--- config.mk ---
export PLATFORM = sky130hd
export DESIGN_NAME = sobel_tap_select_flat
export DESIGN_NICKNAME = d
export VERILOG_FILES = /design/src/rtl/sobel_tap_select_if.sv /design/src/rtl/sobel_tap_select.sv /design/src/flat_wrapper.sv
export SDC_FILE = /design/constraint.sdc
export NUM_CORES = 1
export LEC_CHECK = 0
export CORE_MARGIN = 2
export CORE_UTILIZATION = 34
export CTS_BUF_LIST = sky130_fd_sc_hd__clkbuf_16
export DETAILED_ROUTE_END_ITERATION = 12
export GPL_ROUTABILITY_DRIVEN = 0
export PLACE_DENSITY = 0.87
export SLEW_MARGIN = 20
export SYNTH_ARGS = -nofsm -noshare
export SYNTH_HDL_FRONTEND = slang
export SYNTH_SLANG_ARGS = --single-unit
--- constraint.sdc ---
create_clock -name clk -period 4.3 [get_ports clk]
set_clock_uncertainty 0.05 [all_clocks]
set_input_delay 0.645 -clock clk [delete_from_list [all_inputs] [get_ports clk]]
set_output_delay 0.645 -clock clk [all_outputs]
set_load 0.005 [all_outputs]
--- src/rtl/sobel_tap_select_if.sv ---
// Tap-select bundle: per-tap video inputs, tap request and the selected, registered video outputs.
interface sobel_tap_select_if #(
    parameter int COLORDEPTH = 8,
    parameter int NUM_TAPS   = 6
);
    logic [NUM_TAPS-2:0]                 sw;
    logic [NUM_TAPS-1:0][COLORDEPTH-1:0] tap_red_i;
    logic [NUM_TAPS-1:0][COLORDEPTH-1:0] tap_green_i;
    logic [NUM_TAPS-1:0][COLORDEPTH-1:0] tap_blue_i;
    logic [NUM_TAPS-1:0]                 tap_dv_i;
    logic [NUM_TAPS-1:0]                 tap_hs_i;
    logic [NUM_TAPS-1:0]                 tap_vs_i;
    logic [COLORDEPTH-1:0]               red_o;
    logic [COLORDEPTH-1:0]               green_o;
    logic [COLORDEPTH-1:0]               blue_o;
    logic                                dv_o;
    logic                                hs_o;
    logic                                vs_o;
    logic [3:0]                          sel_o;
    logic                                switch_o;

    modport master (
        output sw, tap_red_i, tap_green_i, tap_blue_i, tap_dv_i, tap_hs_i, tap_vs_i,
        input  red_o, green_o, blue_o, dv_o, hs_o, vs_o, sel_o, switch_o
    );

    modport slave (
        input  sw, tap_red_i, tap_green_i, tap_blue_i, tap_dv_i, tap_hs_i, tap_vs_i,
        output red_o, green_o, blue_o, dv_o, hs_o, vs_o, sel_o, switch_o
    );
endinterface

--- src/rtl/sobel_tap_select.sv ---
// Selects one pipeline tap for display; the active tap only changes on its own vsync rising edge.
// Optional border overlay (all-ones frame around the active area) is enabled by SOBEL_TAP_BORDER_EN.
module sobel_tap_select #(
    parameter int COLORDEPTH = 8,
    parameter int NUM_TAPS   = 6,
    parameter int H_ACTIVE   = 1280,
    parameter int V_ACTIVE   = 720
) (
    input logic              clk,
    input logic              rst,
    sobel_tap_select_if.slave bus
);
    localparam int IW = (NUM_TAPS > 2) ? $clog2(NUM_TAPS) : 1;

    logic [3:0]            dec_idx;
    logic [NUM_TAPS-2:0]   hot;
    logic [3:0]            pend_q;
    logic [3:0]            sel_q;
    logic                  switch_q;
    logic [IW-1:0]         sel_idx;
    logic                  vs_prev_q;
    logic                  vs_cur;
    logic                  vs_rise;
    logic [COLORDEPTH-1:0] red_mux, green_mux, blue_mux;
    logic [COLORDEPTH-1:0] red_q, green_q, blue_q;
    logic                  dv_q, hs_q, vs_q;

    assign sel_idx = sel_q[IW-1:0];
    assign vs_cur  = bus.tap_vs_i[sel_idx];
    assign vs_rise = vs_cur & ~vs_prev_q;

    // Anything other than zero or exactly one bit set falls back to tap 0.
    always_comb begin
        dec_idx = '0;
        hot     = '0;
        for (int k = 0; k < NUM_TAPS - 1; k++) begin
            hot    = '0;
            hot[k] = 1'b1;
            if (bus.sw == hot) dec_idx = 4'(k + 1);
        end
    end

`ifdef SOBEL_TAP_BORDER_EN
    localparam int CW = (H_ACTIVE > 2) ? $clog2(H_ACTIVE) : 1;
    localparam int LW = (V_ACTIVE > 2) ? $clog2(V_ACTIVE) : 1;

    logic [CW-1:0] col_q;
    logic [LW-1:0] line_q;
    logic          dv_prev_q;
    logic          dv_cur;
    logic          border_px;

    assign dv_cur    = bus.tap_dv_i[sel_idx];
    assign border_px = dv_cur && ((col_q == '0) || (col_q == CW'(H_ACTIVE - 1)) ||
                                  (line_q == '0) || (line_q == LW'(V_ACTIVE - 1)));

    always_ff @(posedge clk) begin
        if (rst) begin
            col_q     <= '0;
            line_q    <= '0;
            dv_prev_q <= 1'b0;
        end else begin
            dv_prev_q <= dv_cur;
            if (dv_cur) begin
                if (col_q != CW'(H_ACTIVE - 1)) col_q <= col_q + 1'b1;
            end else if (dv_prev_q) begin
                col_q <= '0;
            end
            // A new frame wins over an end-of-line in the same cycle.
            if (vs_rise) begin
                line_q <= '0;
            end else if (dv_prev_q && !dv_cur && (line_q != LW'(V_ACTIVE - 1))) begin
                line_q <= line_q + 1'b1;
            end
        end
    end
`endif

    always_comb begin
        red_mux   = bus.tap_red_i[sel_idx];
        green_mux = bus.tap_green_i[sel_idx];
        blue_mux  = bus.tap_blue_i[sel_idx];
`ifdef SOBEL_TAP_BORDER_EN
        if (border_px) begin
            red_mux   = '1;
            green_mux = '1;
            blue_mux  = '1;
        end
`endif
    end

    always_ff @(posedge clk) begin
        if (rst) begin
            pend_q    <= '0;
            sel_q     <= '0;
            switch_q  <= 1'b0;
            vs_prev_q <= 1'b0;
            red_q     <= '0;
            green_q   <= '0;
            blue_q    <= '0;
            dv_q      <= 1'b0;
            hs_q      <= 1'b0;
            vs_q      <= 1'b0;
        end else begin
            pend_q    <= dec_idx;
            vs_prev_q <= vs_cur;
            // Outputs use the tap selected before this cycle's possible switch.
            red_q     <= red_mux;
            green_q   <= green_mux;
            blue_q    <= blue_mux;
            dv_q      <= bus.tap_dv_i[sel_idx];
            hs_q      <= bus.tap_hs_i[sel_idx];
            vs_q      <= vs_cur;
            if (vs_rise) begin
                sel_q    <= pend_q;
                switch_q <= (pend_q != sel_q);
            end else begin
                switch_q <= 1'b0;
            end
        end
    end

    assign bus.red_o    = red_q;
    assign bus.green_o  = green_q;
    assign bus.blue_o   = blue_q;
    assign bus.dv_o     = dv_q;
    assign bus.hs_o     = hs_q;
    assign bus.vs_o     = vs_q;
    assign bus.sel_o    = sel_q;
    assign bus.switch_o = switch_q;
endmodule
--- src/flat_wrapper.sv ---
// flat-port wrapper written by rule: the top's interface ports become plain ports
module sobel_tap_select_flat 
#(
    parameter int COLORDEPTH = 8,
    parameter int NUM_TAPS   = 6,
    parameter int H_ACTIVE   = 1280,
    parameter int V_ACTIVE   = 720
)
  (clk, rst, bus_sw, bus_tap_red_i, bus_tap_green_i, bus_tap_blue_i, bus_tap_dv_i, bus_tap_hs_i, bus_tap_vs_i, bus_red_o, bus_green_o, bus_blue_o, bus_dv_o, bus_hs_o, bus_vs_o, bus_sel_o, bus_switch_o);
  sobel_tap_select_if #(.COLORDEPTH(COLORDEPTH), .NUM_TAPS(NUM_TAPS)) bus_i ();
  input logic clk;
  input logic rst;
  input wire logic [$bits(bus_i.sw)-1:0] bus_sw;
  input wire logic [$bits(bus_i.tap_red_i)-1:0] bus_tap_red_i;
  input wire logic [$bits(bus_i.tap_green_i)-1:0] bus_tap_green_i;
  input wire logic [$bits(bus_i.tap_blue_i)-1:0] bus_tap_blue_i;
  input wire logic [$bits(bus_i.tap_dv_i)-1:0] bus_tap_dv_i;
  input wire logic [$bits(bus_i.tap_hs_i)-1:0] bus_tap_hs_i;
  input wire logic [$bits(bus_i.tap_vs_i)-1:0] bus_tap_vs_i;
  output wire logic [$bits(bus_i.red_o)-1:0] bus_red_o;
  output wire logic [$bits(bus_i.green_o)-1:0] bus_green_o;
  output wire logic [$bits(bus_i.blue_o)-1:0] bus_blue_o;
  output wire logic [$bits(bus_i.dv_o)-1:0] bus_dv_o;
  output wire logic [$bits(bus_i.hs_o)-1:0] bus_hs_o;
  output wire logic [$bits(bus_i.vs_o)-1:0] bus_vs_o;
  output wire logic [$bits(bus_i.sel_o)-1:0] bus_sel_o;
  output wire logic [$bits(bus_i.switch_o)-1:0] bus_switch_o;
  assign bus_i.sw = bus_sw;
  assign bus_i.tap_red_i = bus_tap_red_i;
  assign bus_i.tap_green_i = bus_tap_green_i;
  assign bus_i.tap_blue_i = bus_tap_blue_i;
  assign bus_i.tap_dv_i = bus_tap_dv_i;
  assign bus_i.tap_hs_i = bus_tap_hs_i;
  assign bus_i.tap_vs_i = bus_tap_vs_i;
  assign bus_red_o = bus_i.red_o;
  assign bus_green_o = bus_i.green_o;
  assign bus_blue_o = bus_i.blue_o;
  assign bus_dv_o = bus_i.dv_o;
  assign bus_hs_o = bus_i.hs_o;
  assign bus_vs_o = bus_i.vs_o;
  assign bus_sel_o = bus_i.sel_o;
  assign bus_switch_o = bus_i.switch_o;
  sobel_tap_select #(.COLORDEPTH(COLORDEPTH), .NUM_TAPS(NUM_TAPS), .H_ACTIVE(H_ACTIVE), .V_ACTIVE(V_ACTIVE)) u_core (.clk(clk), .rst(rst), .bus(bus_i));
endmodule
==> flow_summary.toml <==
[status]
outcome = "finished, final reports clean"

[clock_network]
ctsResizeCount = 0
cts_num_sinks = 34
clk_root_buffer_cell = "clkbuf_16"
clock_path_buffers = 2
htreeDepth = 2
clock_latency_ps = 270
post_cts_buffers = 0
clk_pin_slew_ps = 50
cts_hold_repair.buffers = 0
cts_tree = "yes"
cts_buffers = 5

[yosys]
netlist_instances = 195
synth_edf_count = 0
yosys_warnings = 0
netlist_area_mm2 = 0.002230
synth_cell_type_count = 25
yosysTopAreaCellShare_pct = 30.53
synth.most_common_cell = "dfxtp_1"
ys_seq_area_share_pct = 30.53
synth_top_area_cell = "dfxtp_1"
syn-num-nets = 364
synthTopCellsByCount = "34 x dfxtp_1, 28 x mux2_2, 27 x a22oi_1, 27 x nor2_1, 26 x mux4_2"
avgSynthCellArea_um2 = 11.43
synthTopCellsByArea = "dfxtp_1 31%, mux4_2 26%, mux2_2 14%"
synth-async-reset-ratio_pct = 0
synth_seq_cells = 34
synth_ff_type = "dfxtp_1"

[place]
place_area_mm2 = 0.004243
numPortBuffers = 199
dpl.hpwl_um = 6675
place_ws_ps = 2019

[worst_setup_path]
cp-end-kind = "primary output"
r2r_setup_slack_ps = 2150
ff2ff_path_depth = 4
path_buf_inv = 1
crit_type = "register to primary output"
cp.required_ps = 3610
crit_arrival_ps = 1750
reg2reg_to = "u_core.bus.green_o[7]$_SDFF_PP0_"
cp_slowest_cell = "dfxtp_1"
worstSetupStartpoint = "u_core.bus.sel_o[1]$_SDFFE_PP0P_"
critPathTopFamily = "flip-flops"
worstPathCellList = "clkdlybuf4s50_1"
slowest_delay_ps = 830
critPathMaxFanout = 16
r2r-start = "u_core.bus.sel_o[0]$_SDFFE_PP0P_"
crit_path_start_kind = "register"

[finish]
fin_nets = 554
multi_input_area_mm2 = 0.001436
design_area_mm2 = 0.004380
regArea_um2 = 684.4
drive_gt1_share_pct = 17.36
fillers = 484
syn2layout_area_growth_pct = 96.46
post-route-util_pct = 68.99
n_antenna_cell = 0

[global_routing]
grt_use_total_pct = 22.95
grt_pass1_vias = 2676
antenna_found_initial = 0
grt_max_degree = 45
grt-ovfl-total = 0
grt_pass1_wl_um = 13010

[floorplan]
core_mm2 = 0.006350
boundaryPins = 201
num_rows = 29
dieArea_mm2 = 0.007222
initial_core_util_pct = 35.11
dieHeight_um = 84.98
die_width_um = 84.98

[routing]
viasPerCell = 5.227
routed_wl_um = 8339
ant_nets = 0
drc_errors = 0
detail_route.wl_per_cell_um = 18.01
first_pass_iters = 4
vias = 2420
drt_iter0_drc = 71

[sta]
maxSlewHeadroom_pct = 44.29
fmax_mhz = 409.3
fin_crit_sh_pct = 56.82
worst_slew_pin_slew_ps = 830.5
setup_ws_ps = 1857
rsz0062_at_grt = "false"
finalSetupViolations = 0
hold_ws_ps = 429.7
final.setup.tns_ps = 0
timing.final.crit_period_ps = 2443
finalHoldViolCount = 0
maxSlewViolCount = 0

[power_and_ir_drop]
ir_drop_mv = 0.1546
power.density_mw_per_mm2 = 215.9
p_leak_nw = 1.585

[hold_path]
worstHoldPathCells = 2
hold_path.class = "register to register"
min_to = "u_core.bus.sel_o[0]$_SDFFE_PP0P_"
hp-start = "u_core.pend_q[0]$_SDFF_PP0_"

[job]
max-cap-violations = 0
## where the power goes
group	leakage, nW	switching, W	total, W	internal [W]
clock network	0.0724	0.000121	0.000330	0.000209
registers	0.282	0.00000915	0.000341	0.000332
logic	1.23	0.0000638	0.000275	0.000211
## per-layer routing
metal	GRT usage [%]	vias up	share of wire (%)
met5	0	-	0
met4	6.205	0	1.4
met3	5.447	10	7.1
met2	44.32	112	56
met1	24.66	1175	35
li1	-	1123	-
## cell type report
class | count | area share (%)
Multi-Input combinational cell | 140 | 32.79
Sequential cell | 34 | 15.62
Inverter | 1 | 0.08569
Tap cell | 77 | 2.199
Timing Repair Buffer | 203 | 46.16
Clock inverter | 3 | 0.2856
Clock buffer | 5 | 2.856
## sequential cells by signal (all words and copies together), names as in the netlist
register / flops
u_core.vs_prev_q: 1
u_core.pend_q: 3
u_core.bus.hs_o: 1
u_core.bus.red_o: 8
u_core.bus.switch_o: 1
u_core.bus.blue_o: 8
u_core.bus.sel_o: 3
u_core.bus.green_o: 8
u_core.bus.dv_o: 1
## worst max-delay path by stage
| stage | endpoint | slack (ps) | cells past startpoint |
|---|---|---|---|
| after floorplan | u_core.bus.blue_o[0]$_SDFF_PP0_ | 2660 | 4 |
| final | bus_sel_o[1] | 1860 | 1 |
| after detailed placement | u_core.pend_q[1]$_SDFF_PP0_ | 2020 | 3 |
| after CTS | bus_sel_o[1] | 1840 | 1 |
| after global placement | u_core.pend_q[2]$_SDFF_PP0_ | 2120 | 3 |
| after global routing | bus_sel_o[1] | 1770 | 1 |
## through the flow
step / power, W / std cells
3_5_place_dp: 0.0006221 / 455
4_1_cts: 0.0009545 / 463
6_report: 0.0009457 / 463
2_1_floorplan: 0.0004249 / 195
3_3_place_gp: 0.0006150 / 455
5_1_grt: 0.0009858 / 463
## cell families after synthesis
kind of cell,Yosys count,share of synthesized area [%]
mux,59,42.70
simple gates,43,8.867
flops,34,30.53
compound gates,31,10.21
buf+inv,21,5.162
xor+xnor,6,2.357
other cells,1,0.1682
## cell usage in the layout, fill, tap and decap left out, drive strengths merged, types with 3 or more instances in the layout
cell | netlist | routed
clkbuf | 7 | 5
a22oi | 27 | 27
clkinv | 1 | 3
nor4 | 4 | 4
nand2b | 6 | 6
mux2i | 4 | 4
mux2 | 29 | 29
dfxtp | 34 | 34
xor2 | 4 | 4
mux4 | 26 | 26
clkdlybuf4s50 | 0 | 199
buf | 13 | 4
nor2 | 27 | 27
(Power assumes the default switching activity.)
